`config.mk`:
```
export PLATFORM = sky130hd
export DESIGN_NAME = memory_arbiter
export DESIGN_NICKNAME = d
export VERILOG_FILES = /design/src/rtl/memory_arbiter.sv
export SDC_FILE = /design/constraint.sdc
export NUM_CORES = 1
export LEC_CHECK = 0
export BUFFER_PORTS_ARGS = -buffer_cell sky130_fd_sc_hd__clkbuf_2
export CORE_ASPECT_RATIO = 1.2
export CORE_UTILIZATION = 46
export CTS_CLUSTER_SIZE = 8
export DETAILED_ROUTE_END_ITERATION = 8
export PLACE_DENSITY_LB_ADDON = 0.2
export SKIP_CTS_REPAIR_TIMING = 1
export SLEW_MARGIN = 20
export SYNTH_ARGS = -nofsm -noshare
export SYNTH_HDL_FRONTEND = slang
export SYNTH_SLANG_ARGS = --single-unit
```
`constraint.sdc`:
```
create_clock -name CLK -period 2.15 [get_ports CLK]
set_clock_uncertainty 0.05 [all_clocks]
set_input_delay 0.215 -clock CLK [delete_from_list [all_inputs] [get_ports CLK]]
set_output_delay 0.215 -clock CLK [all_outputs]
set_load 0.1 [all_outputs]
```
`src/rtl/memory_arbiter.sv`:
```
// memory_arbiter: arbitrates instruction fetch and data read/write onto a single-ported RAM,
// holds each transaction until ram_ready, returns one-cycle hit pulses and flags a stuck RAM.
module memory_arbiter #(
    parameter int TIMEOUT = 255
) (
    input  logic        CLK,
    input  logic        RST,
    input  logic        imemREN,
    input  logic [31:0] imemaddr,
    input  logic        dmemREN,
    input  logic        dmemWEN,
    input  logic [31:0] dmemaddr,
    input  logic [31:0] dmemstore,
    output logic        ihit,
    output logic [31:0] imemload,
    output logic        dhit,
    output logic [31:0] dmemload,
    output logic        ram_ren,
    output logic        ram_wen,
    output logic [31:0] ram_addr,
    output logic [31:0] ram_store,
    input  logic [31:0] ram_load,
    input  logic        ram_ready,
    output logic        bus_err
);
    localparam int CW = ($clog2(TIMEOUT + 1) < 8) ? 8 : $clog2(TIMEOUT + 1);
    typedef enum logic [2:0] {IDLE, IFETCH, DREAD, DWRITE, RESP} state_t;
    state_t r_state, w_next;
    logic [CW-1:0] r_cnt;
    logic [31:0] r_addr, r_store, r_iload, r_dload;
    logic r_ren, r_wen, r_ihit, r_dhit, r_berr;
    logic w_access, w_timeout, w_issue;
    logic w_ren_n, w_wen_n, w_ihit_n, w_dhit_n;

    assign w_access  = r_state inside {IFETCH, DREAD, DWRITE};
    assign w_timeout = w_access && !ram_ready && r_cnt == CW'(TIMEOUT - 1);
    assign w_issue   = r_state == IDLE && w_next != IDLE;

    always_ff @(posedge CLK) begin
        r_state <= RST ? IDLE : w_next;
    end

    always_comb begin
        w_next = r_state;
        case (r_state)
            IDLE:    w_next = dmemWEN ? DWRITE : dmemREN ? DREAD : imemREN ? IFETCH : IDLE;
            RESP:    w_next = IDLE;
            default: w_next = ram_ready ? RESP : w_timeout ? IDLE : r_state;
        endcase
    end

    // Outputs are decoded from the next state and registered, so nothing reaches a port combinationally.
    always_comb begin
        w_ren_n  = w_next == IFETCH || w_next == DREAD;
        w_wen_n  = w_next == DWRITE;
        w_ihit_n = w_next == RESP && r_state == IFETCH;
        w_dhit_n = w_next == RESP && (r_state == DREAD || r_state == DWRITE);
    end

    always_ff @(posedge CLK) begin
        if (RST) begin
            r_ren   <= 1'b0;
            r_wen   <= 1'b0;
            r_ihit  <= 1'b0;
            r_dhit  <= 1'b0;
            r_berr  <= 1'b0;
            r_cnt   <= '0;
            r_addr  <= '0;
            r_store <= '0;
            r_iload <= '0;
            r_dload <= '0;
        end else begin
            r_ren  <= w_ren_n;
            r_wen  <= w_wen_n;
            r_ihit <= w_ihit_n;
            r_dhit <= w_dhit_n;
            r_cnt  <= !w_access ? '0 : !ram_ready ? r_cnt + 1'b1 : r_cnt;
            if (w_issue) begin
                r_addr <= (dmemWEN || dmemREN) ? dmemaddr : imemaddr;
                if (dmemWEN) r_store <= dmemstore;
            end
            if (ram_ready && r_state == IFETCH) r_iload <= ram_load;
            if (ram_ready && r_state == DREAD) r_dload <= ram_load;
            if (w_timeout) r_berr <= 1'b1;
        end
    end

    assign ram_ren   = r_ren;
    assign ram_wen   = r_wen;
    assign ram_addr  = r_addr;
    assign ram_store = r_store;
    assign ihit      = r_ihit;
    assign dhit      = r_dhit;
    assign imemload  = r_iload;
    assign dmemload  = r_dload;
    assign bus_err   = r_berr;
endmodule

```
### Word level (Yosys, flattened, before mapping)

Cells that the tools add are included.

| operators by class | value |
|---|---|
| $add $sub $neg | 1 |
| multipliers | 0 |
| divide/modulo/power cells | 0 |
| $lt $le $gt $ge | 0 |
| equality and inequality tests | 9 |
| shift operators | 0 |
| multiplexer cells | 7 |
| bitwise operators | 1 |
| reduce and logical (&&, ||, !) cells | 16 |

Operator list:

| kind | count |
|---|---|
| $mux W32 | 1 |
| $eq A3 B2 Y1 const B | 4 |
| $add A8 B1 Y8 const B | 1 |
| $eq A8 B8 Y1 const B | 1 |
| $logic_and A1 B1 Y1 | 7 |
| $eq A3 B1 Y1 const B | 2 |
| $eq A3 B3 Y1 const B | 2 |
| $mux W3 | 2 |
| $pmux W3 S2 | 1 |
| $reduce_bool A3 Y1 | 2 |
| $mux W2 | 2 |
| $logic_not A3 Y1 | 1 |
| $logic_or A1 B1 Y1 | 3 |
| $reduce_and A2 Y1 | 1 |
| $reduce_or A2 Y1 | 1 |
| $logic_not A1 Y1 | 1 |
| $mux W1 | 1 |
| $not A1 Y1 | 1 |

| storage, ports and cells | value |
|---|---|
| bits in registers | 144 |
| latch bits | 0 |
| bits in writable memories | 0 |
| ROM bits | 0 |
| input bits | 134 |
| output and inout port bits | 133 |
| logic and storage cells | 45 |
| memories | 0 |

### Depth between registers and ports, before layout

Gate-level depths: netlist of the first run.

| logic depth | value |
|---|---|
| depth after elaboration | 10 |
| depth in mapped cells | 7 |
| mapped depth without buffers | 6 |

### Worst setup path before layout of the first run

No wires, ideal clock.

| timing path | value |
|---|---|
| kind | register to register |
| from | register r_cnt[0] |
| to | register r_ren, in the netlist ram_ren |
| library setup time | 0.070 ns |
| arrival | 1.480 ns |
| required time | 2.030 ns |
| path slack | 0.550 ns |
| cell stages (with the launch flop) | 7 |
| path buffers | 0 |
| period minus slack after synthesis | 1.600 ns |
| cell sequence | dfxtp_1 inv_1 ha_1 and4b_1 a211o_1 a211o_1 a21oi_1 |

| between the ends | value |
|---|---|
| word-level cells in the longest chain between the ends | 7 |
| elaborated cells between the ends (all ways) | 8 |
| those cells by class | eq/ne: 3; mux: 3; reduce/logical: 2 |

RTL lines:

| what | line | text |
|---|---|---|
| start: declaration | 29 | `logic [CW-1:0] r_cnt;` |
| start signal: assignment | 77 | `r_cnt <= !w_access ? '0 : !ram_ready ? r_cnt + 1'b1 : r_cnt;` |
| $eq A8 B8 Y1 * | 36 | `assign w_timeout = w_access && !ram_ready && r_cnt == CW'(TIMEOUT - 1);` |
| $logic_and A1 B1 Y1 * | 36 |  |
| $mux W3 * (2 in a row) | 48 | `default: w_next = ram_ready ? RESP : w_timeout ? IDLE : r_state;` |
| $pmux W3 S2 * | 45 | `case (r_state)` |
| $eq A3 B1 Y1 / $eq A3 B2 Y1 (equally long branches) | 54 | `w_ren_n = w_next == IFETCH \|\| w_next == DREAD;` |
| $logic_or A1 B1 Y1 * | 54 |  |
| end signal: assignment | 73 | `r_ren <= w_ren_n;` |
| end: declaration | 31 | `logic r_ren, r_wen, r_ihit, r_dhit, r_berr;` |

Mark *: on every way between the ends. The rest lies on a longest branch, timed or not.
A chain may end at the register's enable or synchronous reset.

### Final worst setup path of the first run

Same ends and word-level chain as after synthesis.

==> summary.txt, run 1 <==
Status
  – Status: complete, but fails checks
  – Failing checks: negative hold slack

Hold path
  – Class of the worst hold path: input port to flip-flop
  – Hold path startpoint: dmemstore[10]

Detailed routing
  – DR vias: roughly 5800
  – Vias per inst: 5.05
  – DR WL/cell: 13.9 um
  – Pre-Repair DR Iteration Count: 7
  – Post-DRT Antenna Nets: 0
  – Final WL: approximately 16 mm
  – Number of remaining DRC errors: 0
  – Initial detailed-routing violation count: 218

STA
  – Slew Viols, Final: 0
  – Tmin final: about 1.7 ns
  – Sum Neg Setup Slack: 0 ns
  – RSZ-0062 raised after global routing: false
  – Min Hold Slack: -0.0281 ns
  – Relative slew slack: 0.616
  – Final WS setup: 0.446 ns
  – # setup viols final: 0
  – Crit share post-route: 0.792
  – Max frequency: between 0.5 and 0.6 GHz
  – Slew @ Worst Pin: 0.577 ns
  – Hold Violations, Final: 23

Yosys
  – Ys flop type: dfxtp_1
  – Post-synthesis compound-gate area fraction: 0.187
  – Post-Synth XOR/XNOR Area: 0.00807
  – Post-synth cell types: 33
  – Simple-gate area share of the yosys netlist: 0.221
  – Number of synthesized flops with an enable pin: 0
  – Mapped Cells: 684
  – Net Count, Synth: about 800
  – Ys async rst share: 0
  – Sequential area share after synthesis: 0.531
  – Synth Warn #: 0
  – Multiplexer share of the synthesized area: 0
  – Yosys reg bits: 144
  – Synth Area in Adders: 0.00461
  – Synthesized area: 5430 um^2
  – Largest family of logic cells by synthesized area: simple AND/OR/NAND/NOR gates
  – Avg Inst Size Synth: slightly below 8 um^2

Finish
  – Register area: ~2900 um^2
  – Finished Layout Cells: 1157
  – Layout net count: 1123
  – Area of the multi-input gates: 2300 um^2
  – Most common cell after layout, fill and taps aside: clkbuf_2
  – Fraction of layout cells with a size suffix above 1: 0.316
  – # fillers: around 1000
  – Area delta synth->final: 48.2%
  – Ant diodes: 0
  – Most frequent cells in the layout: clkbuf_2, nand2_1, dfxtp_1
  – Final core occ: 0.699

Worst setup path
  – Crit path largest cell delay: roughly 0.4 ns
  – Worst path required time: 2.44 ns
  – Worst-path cell chain: inv_1, ha_1, and4b_1, a211o_1, a211o_1, a21oi_1
  – CP startpoint: r_cnt[0]$_SDFFE_PP0N_
  – Most common cell on crit path: a211o_1
  – Critical path endpoint category: flip-flop
  – Critical path's slowest cell: dfxtp_1
  – Setup CP Type: flip-flop to flip-flop
  – Reg2reg start: r_cnt[0]$_SDFFE_PP0N_
  – CP arrival: 2.00 ns
  – CP top delay family: compound AO/OA/AOI/OAI gates
  – Crit-path max FO: 4
  – CP bufs+invs: 1
  – Setup crit start kind: flip-flop

Clock tree
  – Clock transition at the registers of the reported paths: 0.06 ns
  – Clock Tree Root: clkbuf_16
  – CTS Buffer Depth: 2
  – CTS tree: done
  – Skew-Pair Late Insertion Delay: just over 0.4 ns
  – H-Tree Level Count: 4
  – Clk sink count: roughly 140
  – Inserted Clock Buffers: 17

Placed design
  – Buffers added on ports: 266
  – HPWL Detailed: between 10 and 15 mm
  – DP Cell Count: between 1000 and 1500
  – Pre-CTS worst setup slack: 0.479 ns
  – Gpl congestion: slightly below 0.8

Floorplan
  – DIE HEIGHT: 121 um
  – Initial Utilization: 0.472
  – # IOs: 267
  – DIE AREA: 12200 um^2
  – Placeable Area: approximately 12000 um^2
  – Site row count: 43
  – Die Span X: around 100 um

Global route
  – Antenna violations before repair: 0
  – GR Overflow Total: 0
  – GRT Resource Usage Total: 0.243
  – Largest net degree at the start of global routing: 65
  – Vias in the first global route: 4981
  – First-pass GRT wire length: approximately 23 mm

Job
  – Max Cap Viol: 0

Power
  – Leakage: roughly 0.0035 uW
  – Max rail drop VDD: 0.000638 V
  – Pwr Density: 1080 nW/um^2
sequential cells by signal (all words and copies together), names as in the netlist, 3 cells and up:
name	flops
r_cnt	8
imemload	32
dmemload	32
r_state	3
ram_addr	32
ram_store	32
worst paths after layout:
kind,to,slack (ns),depth (start not counted)
worst min-delay path,ram_store[10]$_SDFFE_PP0P_,-0.03,3
worst min register to register,dmemload[11]$_SDFFE_PP0P_,0.40,2
worst max register to register,ram_ren$_SDFF_PP0_,0.45,6
worst max-delay path,ram_ren$_SDFF_PP0_,0.45,6
cell type report:
| type | count | share of cell area |
|---|---|---|
| clock buffers | 20 | 0.0555 |
| clock inverters | 12 | 0.0199 |
| inverters | 2 | 0.000933 |
| multi-input cells | 482 | 0.286 |
| flip-flops and latches | 144 | 0.358 |
| well taps | 157 | 0.0244 |
| repair buffers | 340 | 0.255 |
cells in the mapped netlist, types with 3 or more instances:
master	n	area share
xor2_1	4	0.0065
a311oi_1	32	0.052
nor2_1	47	0.032
clkbuf_1	39	0.027
nor3_1	4	0.0037
nor2b_1	3	0.0035
buf_6	3	0.0062
nand3_1	3	0.0028
dfxtp_1	144	0.53
buf_2	13	0.012
a21oi_1	101	0.093
nand2_1	226	0.16
or3_1	4	0.0046
o21ai_0	35	0.032
nand2b_1	3	0.0035
worst min-delay path, stage by stage:
cell and delay (ns):
clkbuf_2 0.08, nand2_1 0.04, a21oi_1 0.05
where the power goes:
part           switching, uW  internal [uW]  leakage (uW)
clock network           1140           1860      0.000283
logic                   2150            521       0.00206
registers                124           2900       0.00118
per-stage QoR:
| stage | power, uW | area, um^2 |
|---|---|---|
| after CTS | 8640 | 7440 |
| after global routing | 9040 | 8040 |
| after detailed placement | 5660 | 6840 |
| after global placement | 5640 | 6840 |
| final | 8690 | 8040 |
| after floorplan | 5190 | 5430 |
cells by family (layout without fill, tap and decap cells):
kind of cell	after synthesis	after routing
AOI/OAI and AO/OA	175	175
xor gates and xnor gates	5	5
adders and majority gates	2	2
buffers and inverters	58	374
DFF	144	144
and+or+nand+nor	300	300
per-layer routing:
layer  global-route usage  up-vias  routed length, um
met5                    0        -                  0
met4               0.0915        0                373
met3               0.0916       36               1250
met2                0.402      235               8070
met1                0.282     2671               6430
li1                     -     2901                  -
No activity file was read; power rests on OpenSTA's default activity.
==> run 2, diff against run 1 <==
==> constraint.sdc (replaced) <==
create_clock -name CLK -period 1.6 [get_ports CLK]
set_clock_uncertainty 0.05 [all_clocks]
set_input_delay 0.16 -clock CLK [delete_from_list [all_inputs] [get_ports CLK]]
set_output_delay 0.16 -clock CLK [all_outputs]
set_load 0.1 [all_outputs]
==> run 2 against run 1 <==
The flow still finishes with violations (negative hold slack). Non-clock buffer count grew 68. Register-to-register slack got worse by 0.39 ns. Power increased by 37%. Critical path depth fell by 1. Sequential power rose by 34%. First-iteration DRC count up 44%. Combinational power rose by 45%.
==> summary.txt, run 2 (same netlist as run 1, synthesis figures left out) <==
STA
  – Hold Violations, Final: 6 (-74%)
  – Relative slew slack: 0.614 (-0.00159)
  – Slew Viols, Final: 0 (unchanged)
  – Max frequency: 0.647 GHz (+10%)
  – Tmin final: 1.55 ns (-0.157 ns)
  – Crit share post-route: 0.966 (+0.174)
  – Slew @ Worst Pin: 0.582 ns (+0.00485 ns)
  – Min Hold Slack: -0.0444 ns (-0.0163 ns)
  – # setup viols final: 0 (unchanged)

Job
  – Max Cap Viol: 0 (unchanged)

Finish
  – Area of the multi-input gates: 2300 um^2 (+0.27%)
  – Most frequent cells in the layout: clkbuf_2, nand2_1, dfxtp_1
  – Most common cell after layout, fill and taps aside: clkbuf_2
  – Area delta synth->final: 61.9%
  – Ant diodes: 0 (unchanged)
  – Fraction of layout cells with a size suffix above 1: 0.309 (-0.00701)
  – Final core occ: 0.764 (+0.0650)
  – # fillers: 827 (-19%)
  – Layout net count: 1191 (+6.1%)
  – Register area: 2880 um^2 (about the same)

Floorplan
  – Initial Utilization: 0.472 (unchanged)
  – Placeable Area: 11500 um^2 (unchanged)
  – DIE HEIGHT: 121 um (unchanged)
  – Die Span X: 101 um (unchanged)
  – # IOs: 267 (unchanged)
  – DIE AREA: 12200 um^2 (unchanged)
  – Site row count: 43 (unchanged)

Detailed routing
  – Vias per inst: 5.22 (+3.4%)
  – WL met3: 1.59 mm (+28%)
  – Pre-Repair DR Iteration Count: 5 (-2)
  – Final WL: 18.8 mm (+17%)
  – Initial detailed-routing violation count: 314 (+44%)
  – DR vias: 6399 (+9.5%)
  – M1 WL: 7.00 mm (+8.9%)
  – Met2 Routed Length: 9.69 mm (+20%)
  – Post-DRT Antenna Nets: 0 (unchanged)
  – DR top layer: met4
  – DR WL/cell: 15.4 um (+10%)
  – Number of remaining DRC errors: 0 (unchanged)

Worst setup path
  – Worst path required time: 1.85 ns (-0.59 ns)
  – Setup CP Type: flip-flop to flip-flop
  – Crit-path max FO: 32 (+28)
  – CP arrival: 1.80 ns (-0.20 ns)
  – Setup crit start kind: flip-flop
  – Critical path endpoint category: flip-flop

Clock tree
  – Skew-Pair Late Insertion Delay: 0.41 ns (about the same)
  – Clock transition at the registers of the reported paths: 0.06 ns (about the same)
  – Inserted Clock Buffers: 17 (unchanged)
  – H-Tree Level Count: 4 (unchanged)
  – CTS Buffer Depth: 2 (unchanged)
  – Clk sink count: 144 (unchanged)
  – Clock Tree Root: clkbuf_16
  – CTS tree: done

Placed design
  – Gpl congestion: 0.801 (+2.3%)
  – HPWL Detailed: 10.5 mm (+1.4%)
  – Buffers added on ports: 266 (unchanged)

Status
  – Status: complete, but fails checks
  – Failing checks: negative hold slack

Global route
  – GR Overflow Total: 0 (unchanged)
  – GRT Resource Usage Total: 0.245 (+0.00199)
  – Largest net degree at the start of global routing: 66 (+1.5%)
  – First-pass GRT wire length: 23.7 mm (+1.8%)
  – Vias in the first global route: 5112 (+2.6%)
  – Antenna violations before repair: 0 (unchanged)

Power
  – Net Sw Frac: 0.402 (+0.00927)
  – Total chip power: 11900 uW (+37%)
  – Leakage: 0.00384 uW (+9.0%)
  – Pint: 7130 uW (+35%)
  – NetSw: 4790 uW (+40%)
  – Sequential Power Share: 0.341 (-0.006)
  – Gate power share: 0.326 (+0.018)
  – Clock network fraction of total power: 0.333 (-0.012)
  – Pwr Density: 1360 nW/um^2 (+25%)
  – Max rail drop VDD: 0.000849 V (+33%)

Hold path
  – Class of the worst hold path: input port to flip-flop
[run 2: power groups by stage]
stage               registers, uW  logic, uW  clock network (uW)
floorplan                    6190        784                   0
global placement             4120       3520                   0
detailed placement           4130       3540                   0
CTS                          4050       3550                4000
global route                 4090       4040                4150
finish                       4060       3890                3970
[run 2: layout make-up]
| type | instances | share of cell area |
|---|---|---|
| clock buffer | 18 | 0.0500 |
| clock inverter | 14 | 0.0176 |
| inverter | 2 | 0.000854 |
| multi-input combinational | 482 | 0.262 |
| sequential | 144 | 0.328 |
| tap | 157 | 0.0223 |
| timing repair buffer | 408 | 0.319 |
[run 2: worst paths after layout]
| path | start | to | slack (ns) | depth (start not counted) |
|---|---|---|---|---|
| max | r_state[0]$_SDFF_PP0_ | ram_addr[20]$_SDFFE_PP0P_ | 0.05 | 5 |
| min | dmemaddr[26] | ram_addr[26]$_SDFFE_PP0P_ | -0.04 | 3 |
| max reg2reg | r_state[0]$_SDFF_PP0_ | ram_addr[20]$_SDFFE_PP0P_ | 0.05 | 5 |
| min reg2reg | ram_store[4]$_SDFFE_PP0P_ | ram_store[4]$_SDFFE_PP0P_ | 0.40 | 2 |
[run 2: stage by stage]
stage	TNS [ns]	hold slack, ns	instance area [um^2]	std cells	worst slack [ns]
final	0	-0.0444	8790	1225	0.0536
after floorplan	0	0.246	5430	684	0.0371
after CTS	-0.0400	-0.108	7560	1104	-0.0400
after detailed placement	-0.0103	0.339	6970	1072	-0.0103
after global routing	-0.00602	0.00286	8790	1225	-0.00602
after global placement	0	0.334	6970	1072	0.0382
[run 2: critical path: stages, from the launching register on]
cell	delay, ns
dfxtp_1	0.34
nor3_2	0.20
o31a_2	0.24
buf_12	0.20
nor2_1	0.08
a311oi_1	0.32
[run 2: per-layer routing]
metal / GRT usage / vias up
met1: 0.277 / 2955
met3: 0.0703 / 61
met2: 0.420 / 341
met4: 0.111 / 0
li1: - / 3042
met5: 0 / -
